File: src/rtl/pipe_stage_buf.sv
// Valid/ready pipeline register, 1-cycle latency; SKID_EN=1 adds a skid entry so in_ready is a flop.
// Backpressure: skid mode stalls upstream only when both entries are held; register mode passes out_ready through.
module pipe_stage_buf #(
  parameter int unsigned           DATA_WIDTH  = 32,
  parameter bit                    SKID_EN     = 1'b1,
  parameter logic [DATA_WIDTH-1:0] RESET_VALUE = '0
) (
  input  logic                  clk,
  input  logic                  rst,
  input  logic                  flush,
  input  logic                  in_valid,
  output logic                  in_ready,
  input  logic [DATA_WIDTH-1:0] in_data,
  output logic                  out_valid,
  input  logic                  out_ready,
  output logic [DATA_WIDTH-1:0] out_data,
  output logic [1:0]            occupancy
);

  typedef enum logic [1:0] {
    EMPTY = 2'd0,
    MAIN  = 2'd1,
    FULL  = 2'd2
  } state_e;

  state_e                state_q, state_d;
  logic [DATA_WIDTH-1:0] main_q, main_d;
  logic [DATA_WIDTH-1:0] skid_q, skid_d;
  logic                  rdy_q, rdy_d;
  logic                  in_xfer, out_xfer;

  assign out_valid = (state_q != EMPTY);
  assign occupancy = 2'(state_q);
  assign out_data  = main_q;
  assign in_ready  = SKID_EN ? rdy_q : (!out_valid || out_ready);
  assign in_xfer   = in_valid && in_ready;
  assign out_xfer  = out_valid && out_ready;

  always_comb begin
    state_d = state_q;
    main_d  = main_q;
    skid_d  = skid_q;
    if (flush) begin
      state_d = EMPTY;
      main_d  = RESET_VALUE;
      skid_d  = RESET_VALUE;
    end else if (SKID_EN) begin
      case (state_q)
        EMPTY: begin
          if (in_xfer) begin
            state_d = MAIN;
            main_d  = in_data;
          end
        end
        MAIN: begin
          if (in_xfer && out_xfer) begin
            main_d = in_data;
          end else if (in_xfer) begin
            state_d = FULL;
            skid_d  = in_data;
          end else if (out_xfer) begin
            state_d = EMPTY;
          end
        end
        FULL: begin
          // in_ready is low here, so only the drain into main can happen
          if (out_xfer) begin
            state_d = MAIN;
            main_d  = skid_q;
          end
        end
        default: state_d = EMPTY;
      endcase
    end else begin
      if (in_xfer) begin
        state_d = MAIN;
        main_d  = in_data;
      end else if (out_xfer) begin
        state_d = EMPTY;
      end
    end
    rdy_d = (state_d != FULL);
  end

  always_ff @(posedge clk or negedge rst) begin
    if (!rst) begin
      state_q <= EMPTY;
      main_q  <= RESET_VALUE;
      skid_q  <= RESET_VALUE;
      rdy_q   <= 1'b1;
    end else begin
      state_q <= state_d;
      main_q  <= main_d;
      skid_q  <= skid_d;
      rdy_q   <= rdy_d;
    end
  end

endmodule

File: config.mk
export PLATFORM = sky130hd
export DESIGN_NAME = pipe_stage_buf
export DESIGN_NICKNAME = d
export VERILOG_FILES = /design/src/rtl/pipe_stage_buf.sv
export SDC_FILE = /design/constraint.sdc
export NUM_CORES = 1
export LEC_CHECK = 0
export ABC_AREA = 1
export CELL_PAD_IN_SITES_DETAIL_PLACEMENT = 1
export CELL_PAD_IN_SITES_GLOBAL_PLACEMENT = 1
export CORE_MARGIN = 2
export CORE_UTILIZATION = 30
export DETAILED_ROUTE_END_ITERATION = 10
export PLACE_DENSITY_LB_ADDON = 0.12
export SLEW_MARGIN = 10
export SYNTH_ARGS = -nofsm -noshare
export SYNTH_HDL_FRONTEND = slang
export SYNTH_SLANG_ARGS = --single-unit
File: constraint.sdc
create_clock -name clk -period 2.9 [get_ports clk]
set_input_delay 0.87 -clock clk [delete_from_list [all_inputs] [get_ports clk]]
set_output_delay 0.87 -clock clk [all_outputs]
set_load 0.05 [all_outputs]
# After elaboration in Yosys (flattened, before gate mapping)
# Index checks and enable logic that the tools add are counted.
[totals] out_inout_bits=36 in_bits=37 ff_bits=67 wordCells=36
[classes] n_eq_ne=7 reduce_logical=10 muxes=15
[op_table] cell="32-bit two-way mux" n=7
[op_table] cell="32-bit case mux with 3 select lines" n=1
[op_table] cell="2-bit two-way mux" n=6
[op_table] cell="3-bit != test (second input constant)" n=3
[op_table] cell="2-bit case mux with 3 select lines" n=1
[op_table] cell="2-bit nonzero test" n=3
[op_table] cell="2-bit != test (second input constant)" n=2
[op_table] cell="4-bit AND reduction" n=1
[op_table] cell="4-bit nonzero test" n=1
[op_table] cell="1-bit logical AND" n=3
[op_table] cell="3-bit AND reduction" n=1
[op_table] cell="2-bit by 1-bit equality test with 1-bit output (second input constant)" n=1
[op_table] cell="2-bit equality test (second input constant)" n=1
[op_table] cell="2-bit logical NOT" n=1

# Depth between registers and ports, before layout
# Gate-level depths: netlist of run 1.
[depth] word_depth=8 mapped_depth=10 ltp_nobuf=10

# Worst setup path before layout of run 1
# No wires, ideal clock.
[synth_path] path_type="register to output" startpoint="register state_q[0] (netlist: occupancy[0])" endpoint="output out_valid" arrival_time_ns=1.311 stages_incl_launch_ff=4 required_ns=2.030 slack_ns=0.719 n_path_buf=0 path_cell_list="dfrtp_1 inv_1 ha_1 inv_2"
[synth_between] elab_chain_len=1
[synth_rtl] item="start, declared" line="26" source="state_e state_q, state_d;"
[synth_rtl] item="start signal, assigned" line="92" source="state_q <= state_d;"
[synth_rtl] item="2-bit nonzero test" line="32" source="assign out_valid = (state_q != EMPTY);"
[synth_rtl] item="end, declared" line="14" source="output logic out_valid,"
# Every way passes these cells.

# Worst setup path in the final report of run 1
# Same ends and word-level chain as after synthesis.

==> impl_metrics.json, run 1 <==
{
  "outcome": "finished clean",
  "synth_area_per_cell_sq_um": 8.21,
  "setup-tns-final_ns": 0,
  "syn_nets": 453,
  "synth_top_area_cell": "dfrtp_1",
  "path_clk_slew_ns": 0.05,
  "gr-total-overflow": 0,
  "hold_viol": 0,
  "top_layer_used": "met4",
  "slowest_delay_ns": 0.53,
  "period_share_pct": 92.1,
  "grt_max_degree": 68,
  "worst-path-buf-inv": 3,
  "cts_hold_buf": 0,
  "grt_pass1_wl_microns": 15100,
  "initial_utilization_pct": 30.9,
  "grt_pass1_vias": 2950,
  "layout_setup_ws_ns": 0.229,
  "hold_class": "register to register",
  "p_clk_share_pct": 36.1,
  "power.density_mw_per_mm2": 676,
  "reg2reg_slack_ns": 0.90,
  "critical_path_class": "register to primary output",
  "insertion_delay_ns": 0.33,
  "clockBufferDepth": 2,
  "drt-initial-drc-count": 95,
  "yosys-top-cells-area": "dfrtp_1 (49%), nand2_1 (12%), nand3_1 (12%)",
  "ys_ff_latch": 67,
  "synth_warnings": 0,
  "async_reset_ff_share_pct": 100,
  "cts_tree": "yes",
  "critPathLaunchType": "register",
  "synth.most_common_cell": "nand2_1",
  "switching_share_pct": 33.4,
  "p_sw_mw": 1.01,
  "post-cts-setup-buffers": 0,
  "wl_met1_microns": 4260,
  "wirelength_microns": 9060,
  "cts_made_buffers": 9,
  "cp_max_fo": 6,
  "synth_commonest_cells": "nand2_1 (106), nand3_1 (78), dfrtp_1 (66)",
  "wl_per_cell_microns": 14.6,
  "fmax_mhz": 374,
  "synth_cell_types": 23,
  "die_y_microns": 110,
  "p_seq_share_pct": 35.6,
  "required_ns": 2.03,
  "fin_crit_ns": 2.67,
  "drive_gt1_share_pct": 10.2,
  "dieWidth_microns": 110,
  "via_per_inst": 4.74,
  "nets": 517,
  "finClkSkew_ns": 0.00504,
  "rsz0062_at_grt": "false",
  "cp_top_family": "buffers and inverters",
  "finalSetupViolations": 0,
  "htree_levels": 3,
  "maxSlewViolCount": 0,
  "cp_slowest_cell": "dlygate4sd2_1",
  "max-cap-violations": 0,
  "core_sq_mm": 0.0109,
  "portBuffers": 72,
  "arrival_ns": 1.80,
  "ant_nets": 0,
  "p_comb_share_pct": 28.4,
  "synth-main-ff-cell": "dfrtp_1",
  "internal_power_mw": 2.02,
  "pre_cts_ws_ns": 0.294,
  "dieArea_sq_mm": 0.0121,
  "diodes": 0,
  "cts-resized-gates": 1,
  "cp-end-kind": "primary output",
  "clock_sinks": 67,
  "synth_edf_count": 0,
  "ios": 73,
  "syn-cell-area_sq_mm": 0.00338,
  "slew_headroom_pct": 40.9,
  "p_leak_nw": 2.18,
  "first_pass_iters": 4,
  "met2_length_microns": 4260,
  "ys_seq_area_share_pct": 49.6,
  "gp_congestion": 0.780,
  "dpl.hpwl_microns": 5760,
  "yosys.area.top_type_share_pct": 48.8,
  "wl_met3_microns": 417,
  "ir_worst_vdd_mv": 0.316,
  "path_cells": "inv_1 > ha_1 > inv_2 > dlygate4sd2_1",
  "drcViolationCount": 0,
  "cts_root_buf": "clkbuf_16",
  "netlist_instances": 412,
  "grt_usage_pct": 16.5,
  "area_growth_pct": 32.4,
  "num_rows": 38,
  "antenna_found_initial": 0,
  "tightest_slew_ns": 0.887,
  "vias": 2937
}
## worst reg2reg max path, cell delays in order (launching register included)
cell,delay (ns)
dfrtp_1,0.46
inv_1,0.11
ha_2,0.20
buf_4,0.22
nand2_1,0.14
nand3_2,0.09
nor2_4,0.30
buf_12,0.22
nand3_1,0.10
nand2_1,0.09
## worst paths after layout
kind	from	to	cells past startpoint
min in group asynchronous	rst	out_data[24]$_DFFE_PN0P_	1
max in group asynchronous	rst	out_data[23]$_DFFE_PN0P_	1
hold reg to reg	out_data[7]$_DFFE_PN0P_	out_data[7]$_DFFE_PN0P_	2
hold / removal	out_data[7]$_DFFE_PN0P_	out_data[7]$_DFFE_PN0P_	2
setup / recovery	occupancy[0]$_DFF_PN0_	out_valid	4
setup reg to reg	occupancy[0]$_DFF_PN0_	out_data[19]$_DFFE_PN0P_	9
## power by group through the flow
stage / Sequential [mW] / Combinational, mW / Clock, mW
2_1_floorplan: 1.33 / 0.314 / 0
3_3_place_gp: 1.09 / 0.866 / 0
4_1_cts: 1.08 / 0.875 / 1.14
5_1_grt: 1.09 / 0.936 / 1.17
3_5_place_dp: 1.09 / 0.873 / 0
6_report: 1.08 / 0.859 / 1.09
## routing by layer
metal,vias to the layer above,track usage (%)
met3,9,4.70
li1,1449,-
met2,49,26.1
met4,0,5.63
met1,1430,21.6
met5,-,0
## sequential cells by signal (all words and copies together), names as in the netlist
signal,cells
occupancy,2
out_data,32
skid_q,32
in_ready,1
## cell usage in the layout, fill, tap and decap left out, drive strengths merged
cell type / netlist / final
clkdlybuf4s50: 0 / 70
ha: 4 / 4
nand3: 81 / 81
bufinv: 0 / 1
buf: 22 / 8
dfrtp: 66 / 66
nand2: 109 / 109
inv: 42 / 42
dlygate4sd2: 0 / 1
nand3b: 1 / 1
dfstp: 1 / 1
clkinv: 0 / 1
clkbuf: 4 / 13
a21boi: 1 / 1
a21oi: 20 / 20
o21ai: 35 / 35
nor2: 26 / 26
## cell type report
type	count	area, sq um
clock buffers	13	260
well taps	140	175
multi-input cells	277	1380
repair buffers	79	795
inverters	42	158
fillers	1318	6460
clock inverters	2	35.0
flip-flops and latches	67	1680
## cells by family after synthesis
group,after synthesis,synth area share [%]
simple gates,217,29.1
flops,67,49.6
buf+inv,68,9.73
fa+ha+maj,4,1.48
compound gates,56,10.1
## metrics by stage
step	power (mW)	hold WS [ns]	util (%)	instance area (sq um)	std cells
3_3_place_gp	1.96	0.485	38.3	4190	605
2_1_floorplan	1.64	0.479	-	3380	412
3_5_place_dp	1.96	0.491	38.3	4190	605
5_1_grt	3.19	0.532	41.0	4480	620
4_1_cts	3.09	0.506	41.0	4480	620
6_report	3.03	0.500	41.0	4480	620
Note: power is estimated with default switching activity, not from simulation.
==> inputs of run 2 (changes only) <==
ABC_AREA = default   (was 1)
CELL_PAD_IN_SITES_DETAIL_PLACEMENT = default   (was 1)
CELL_PAD_IN_SITES_GLOBAL_PLACEMENT = default   (was 1)
==> impl_metrics.json, run 2 <==
{
  "outcome": "finished clean",
  "cts-resized-gates": 0,
  "arrival_ns": 1.69,
  "finalSetupViolations": 0,
  "vias": 2789,
  "final_area_sq_mm": 0.00442,
  "yosys.area_share.simple_pct": 15.2,
  "netlist_instances": 356,
  "cp.depth": 1,
  "via_per_inst": 5.00,
  "diodes": 0,
  "hold_class": "register to register",
  "muxShareOfSynthArea_pct": 0,
  "async_reset_ff_share_pct": 100,
  "maxSlewViolCount": 0,
  "grt_max_degree": 68,
  "drt-initial-drc-count": 135,
  "regArea_sq_mm": 0.00168,
  "tightest_slew_ns": 0.885,
  "grt_usage_pct": 15.3,
  "initial_utilization_pct": 30.7,
  "dieArea_sq_mm": 0.0120,
  "yosys-top-cells-area": "dfrtp_1 (50%), a221oi_1 (8.4%), a311oi_1 (8.4%)",
  "setup-tns-final_ns": 0,
  "gp_congestion": 0.763,
  "r2r_cells": 7,
  "p_comb_share_pct": 31.9,
  "finClkSkew_ns": 0.00679,
  "p_leak_nw": 1.77,
  "drcViolationCount": 0,
  "total_power_mw": 2.93,
  "cp_slowest_cell": "clkdlybuf4s50_1",
  "required_ns": 2.03,
  "slew_headroom_pct": 41.0,
  "grt_pass1_wl_microns": 14200,
  "switching_share_pct": 35.2,
  "busiest_layer": "met2",
  "synth_commonest_cells": "dfrtp_1 (66), nand2_1 (66), inv_1 (37)",
  "fin_crit_ns": 2.56,
  "worstHoldPathCells": 2,
  "hold_path_end": "skid_q[7]$_DFFE_PN0P_",
  "portBuffers": 72,
  "insertion_delay_ns": 0.34,
  "place_area_sq_mm": 0.00419,
  "syn-cell-area_sq_mm": 0.00333,
  "synth_warnings": 0,
  "first_pass_iters": 4,
  "p_seq_share_pct": 37.4,
  "yosys.area_share.adder_pct": 1.50,
  "synthXorXnorAreaFrac_pct": 0,
  "ant_nets": 0,
  "use_met2_pct": 23.2,
  "yosys.area.top_type_share_pct": 49.5,
  "period_share_pct": 88.4,
  "layout_commonest_cell": "clkdlybuf4s50_1",
  "cp_max_fo": 4,
  "worstHoldStart": "skid_q[7]$_DFFE_PN0P_",
  "slowest_delay_ns": 0.81,
  "core_sq_mm": 0.0108,
  "p_clk_share_pct": 30.6,
  "synth_top_area_cell": "dfrtp_1",
  "post-cts-setup-buffers": 0,
  "rsz0062_at_grt": "false",
  "max-cap-violations": 0,
  "ys_ff_latch": 67,
  "cts_root_buf": "clkbuf_8",
  "drive_gt1_share_pct": 7.66,
  "multi_input_area_sq_mm": 0.00138,
  "hold_viol": 0,
  "nets": 454,
  "synth_compound_area_share_pct": 24.1,
  "cts_tree": "yes",
  "wl_per_cell_microns": 15.5,
  "dieWidth_microns": 109,
  "rr_endpoint": "out_data[23]$_DFFE_PN0P_",
  "critical_path_class": "register to primary output",
  "nFillCells": 1112,
  "p_sw_mw": 1.03,
  "num_rows": 38,
  "worst-path-buf-inv": 1,
  "internal_power_mw": 1.90,
  "cp-end-kind": "primary output",
  "dpl.hpwl_microns": 5010,
  "htree_levels": 3,
  "grt_pass1_vias": 2753,
  "die_y_microns": 109,
  "critPathLaunchType": "register",
  "synth_top_family_by_area": "compound AO/OA/AOI/OAI gates",
  "gr-total-overflow": 0,
  "layout_common_cells": "clkdlybuf4s50_1 (69), nand2_1 (66), dfrtp_1 (66)",
  "reg2reg_slack_ns": 0.76,
  "synth_area_per_cell_sq_um": 9.36,
  "use_met1_pct": 21.4,
  "power.density_mw_per_mm2": 665,
  "synth-main-ff-cell": "dfrtp_1",
  "ys_seq_area_share_pct": 50.3,
  "ios": 73,
  "clock_sinks": 67,
  "cts_made_buffers": 9,
  "wirelength_microns": 8640,
  "synth_cell_types": 25,
  "path_cells": "clkdlybuf4s50_1",
  "cts_hold_buf": 0,
  "r2r-start": "occupancy[1]$_DFF_PN0_",
  "antenna_found_initial": 0,
  "area_growth_pct": 32.5,
  "path_clk_slew_ns": 0.07,
  "synth_edf_count": 0,
  "cp_top_family": "buffers and inverters",
  "ir_worst_vdd_mv": 0.304,
  "fmax_mhz": 390,
  "syn_nets": 397,
  "grt_use_met3_pct": 3.73,
  "clockBufferDepth": 2
}
-- run 2: cell types whose count changed after synthesis, moves of 16 or more --
cell / delta
a311oi_1: +32
clkbuf_1: +24
nand2_1: -40
o21ai_0: -17
nor2_1: -22
o21ai_2: -16
nand3_1: -76
a221oi_1: +32
nor2b_1: +34
-- run 2: logic make-up after synthesis --
family	after synthesis
AND/OR/NAND/NOR	109
AO/OA/AOI/OAI	105
buffers and inverters	71
flip-flops	67
adder cells (fa/ha/maj)	4
-- run 2: worst max-delay path by stage --
stage	startpoint	to
after floorplan	occupancy[0]$_DFF_PN0_	out_data[11]$_DFFE_PN0P_
after global placement	out_ready	out_data[5]$_DFFE_PN0P_
after detailed placement	out_ready	out_data[23]$_DFFE_PN0P_
after CTS	in_ready$_DFF_PN1_	in_ready
after global routing	in_ready$_DFF_PN1_	in_ready
final	in_ready$_DFF_PN1_	in_ready
-- run 2: final cells by class --
cell class                 instances  area share, %
multi-input combinational        218           31.1
clock inverter                     4           1.64
inverter                          37           3.15
tap                              140           3.97
sequential                        67           38.0
clock buffer                      12           3.51
timing repair buffer              80           18.6
-- run 2: metrics by stage --
step                      utilization, %  setup slack (ns)  hold WS (ns)  cells
final                               40.7             0.336         0.524    558
after global routing                40.7             0.276         0.542    558
after CTS                           40.7             0.306         0.527    558
after detailed placement            38.6             0.229         0.516    542
after global placement              38.6             0.277         0.510    542
after floorplan                        -             0.515         0.501    356
-- run 2: power groups by stage --
stage          Combinational [mW]  Sequential [mW]  Clock (mW)
3_5_place_dp                0.946             1.12           0
2_1_floorplan               0.323             1.40           0
3_3_place_gp                0.940             1.12           0
5_1_grt                      1.01             1.11       0.974
4_1_cts                     0.948             1.10       0.929
6_report                    0.938             1.10       0.899
-- run 2: metal layers --
| metal | vias up | share of wire (%) |
|---|---|---|
| met5 | - | 0 |
| met2 | 62 | 47 |
| li1 | 1373 | - |
| met1 | 1345 | 47 |
| met4 | 0 | 1.1 |
| met3 | 9 | 4.9 |
==> inputs of run 3 (changes only) <==
CORE_MARGIN = 5   (was 2)
PLACE_DENSITY = 0.49   (was default)
PLACE_DENSITY_LB_ADDON = default   (was 0.12)
==> impl_metrics.json, run 3 (synthesis gave the netlist of run 2 again) <==
{
  "hold_class": "register to register",
  "multi_input_area_sq_mm": 0.00137,
  "hold_slack_ns": 0.523,
  "cts_hold_buf": 0,
  "cts_root_buf": "clkbuf_8",
  "outcome": "finished clean",
  "rsz0062_at_grt": "false",
  "tightest_slew_ns": 0.612,
  "num_rows": 38,
  "layout.cells.non_filler": 559,
  "grt_use_met3_pct": 2.11,
  "max-cap-violations": 0,
  "nFillCells": 1109,
  "layout_common_cells": "clkdlybuf4s50_1 (69), nand2_1 (66), dfrtp_1 (66)",
  "r2r_cells": 7,
  "worst-path-buf-inv": 1,
  "wl_per_cell_microns": 16.2,
  "p_seq_share_pct": 38.4,
  "cp.depth": 1,
  "slowest_delay_ns": 0.81,
  "cts_made_buffers": 9,
  "cts-resized-gates": 0,
  "clockBufferDepth": 2,
  "dieArea_sq_mm": 0.0133,
  "layout_setup_ws_ns": 0.337,
  "final_area_sq_mm": 0.00440,
  "power.density_mw_per_mm2": 652,
  "core_sq_mm": 0.0109,
  "ios": 73,
  "busiest_layer": "met1",
  "switching_share_pct": 36.0,
  "ir_worst_vdd_mv": 0.283,
  "critPathLaunch": "in_ready$_DFF_PN1_",
  "finClkSkew_ns": 0.0100,
  "reg2reg_slack_ns": 0.70,
  "die_y_microns": 115,
  "maxSlewViolCount": 0,
  "fin_crit_ns": 2.56,
  "critical_path_class": "register to primary output",
  "pre_cts_ws_ns": 0.199,
  "portBuffers": 72,
  "hold_viol": 0,
  "drcViolationCount": 0,
  "cts_tree": "yes",
  "setup-tns-final_ns": 0,
  "p_sw_mw": 1.03,
  "place_area_sq_mm": 0.00419,
  "arrival_ns": 1.69,
  "cp_max_fo": 4,
  "slew_headroom_pct": 59.2,
  "grt_pass1_wl_microns": 14500,
  "required_ns": 2.03,
  "rr_endpoint": "out_data[25]$_DFFE_PN0P_",
  "dieWidth_microns": 115,
  "drt-initial-drc-count": 138,
  "fmax_mhz": 390,
  "cp-end-kind": "primary output",
  "p_comb_share_pct": 32.7,
  "gp_congestion": 0.831,
  "post-cts-setup-buffers": 0,
  "grt_max_degree": 65,
  "area_growth_pct": 32.0,
  "period_share_pct": 88.4,
  "dpl.hpwl_microns": 5620,
  "use_met1_pct": 20.6,
  "drive_gt1_share_pct": 7.88,
  "antenna_found_initial": 0,
  "wirelength_microns": 9070,
  "via_per_inst": 5.05,
  "path_cells": "clkdlybuf4s50_1",
  "path_clk_slew_ns": 0.08,
  "insertion_delay_ns": 0.34,
  "cp_top_family": "buffers and inverters",
  "grt_usage_pct": 13.9,
  "initial_utilization_pct": 30.6,
  "finalSetupViolations": 0,
  "grt_pass1_vias": 2652,
  "p_leak_nw": 1.77,
  "gr-total-overflow": 0,
  "htree_levels": 3,
  "first_pass_iters": 4,
  "p_clk_share_pct": 28.8,
  "internal_power_mw": 1.83,
  "crit_path_end": "in_ready",
  "ant_nets": 0,
  "nets": 455,
  "critPathLaunchType": "register",
  "dpl.cell_count": 543,
  "vias": 2821,
  "regArea_sq_mm": 0.00168,
  "use_met2_pct": 19.8,
  "layout_commonest_cell": "clkdlybuf4s50_1",
  "r2r-start": "occupancy[1]$_DFF_PN0_",
  "cp_slowest_cell": "clkdlybuf4s50_1",
  "clock_sinks": 67,
  "diodes": 0
}
run 3: cell type report:
type / instances / area share [%]
Timing Repair Buffer: 81 / 18.8
Multi-Input combinational cell: 218 / 31.1
Tap cell: 140 / 3.98
Inverter: 37 / 3.16
Clock inverter: 4 / 1.08
Sequential cell: 67 / 38.1
Clock buffer: 12 / 3.75
run 3: power groups by stage:
stage	sequential, mW	clock (mW)	combinational [mW]
global placement	1.12	0	0.945
CTS	1.11	0.851	0.950
finish	1.10	0.826	0.939
global route	1.12	0.887	1.00
floorplan	1.40	0	0.323
detailed placement	1.12	0	0.949
run 3: worst min-delay path by stage:
stage,from,to,slack [ns],cells after the start
finish,skid_q[9]$_DFFE_PN0P_,skid_q[9]$_DFFE_PN0P_,0.52,2
global placement,skid_q[25]$_DFFE_PN0P_,skid_q[25]$_DFFE_PN0P_,0.51,2
global route,skid_q[22]$_DFFE_PN0P_,skid_q[22]$_DFFE_PN0P_,0.54,2
floorplan,skid_q[0]$_DFFE_PN0P_,skid_q[0]$_DFFE_PN0P_,0.50,2
CTS,skid_q[23]$_DFFE_PN0P_,skid_q[23]$_DFFE_PN0P_,0.53,2
detailed placement,skid_q[23]$_DFFE_PN0P_,skid_q[23]$_DFFE_PN0P_,0.52,2
run 3: through the flow:
stage / power [mW] / util [%]
2_1_floorplan: 1.72 / -
3_3_place_gp: 2.07 / 38.5
3_5_place_dp: 2.07 / 38.5
4_1_cts: 2.91 / 40.4
5_1_grt: 3.01 / 40.4
6_report: 2.87 / 40.4
run 3: per-layer routing:
metal / vias up / wire (microns)
met2: 65 / 4020
met3: 16 / 345
met4: 0 / 218
li1: 1378 / -
met5: - / 0
met1: 1362 / 4490
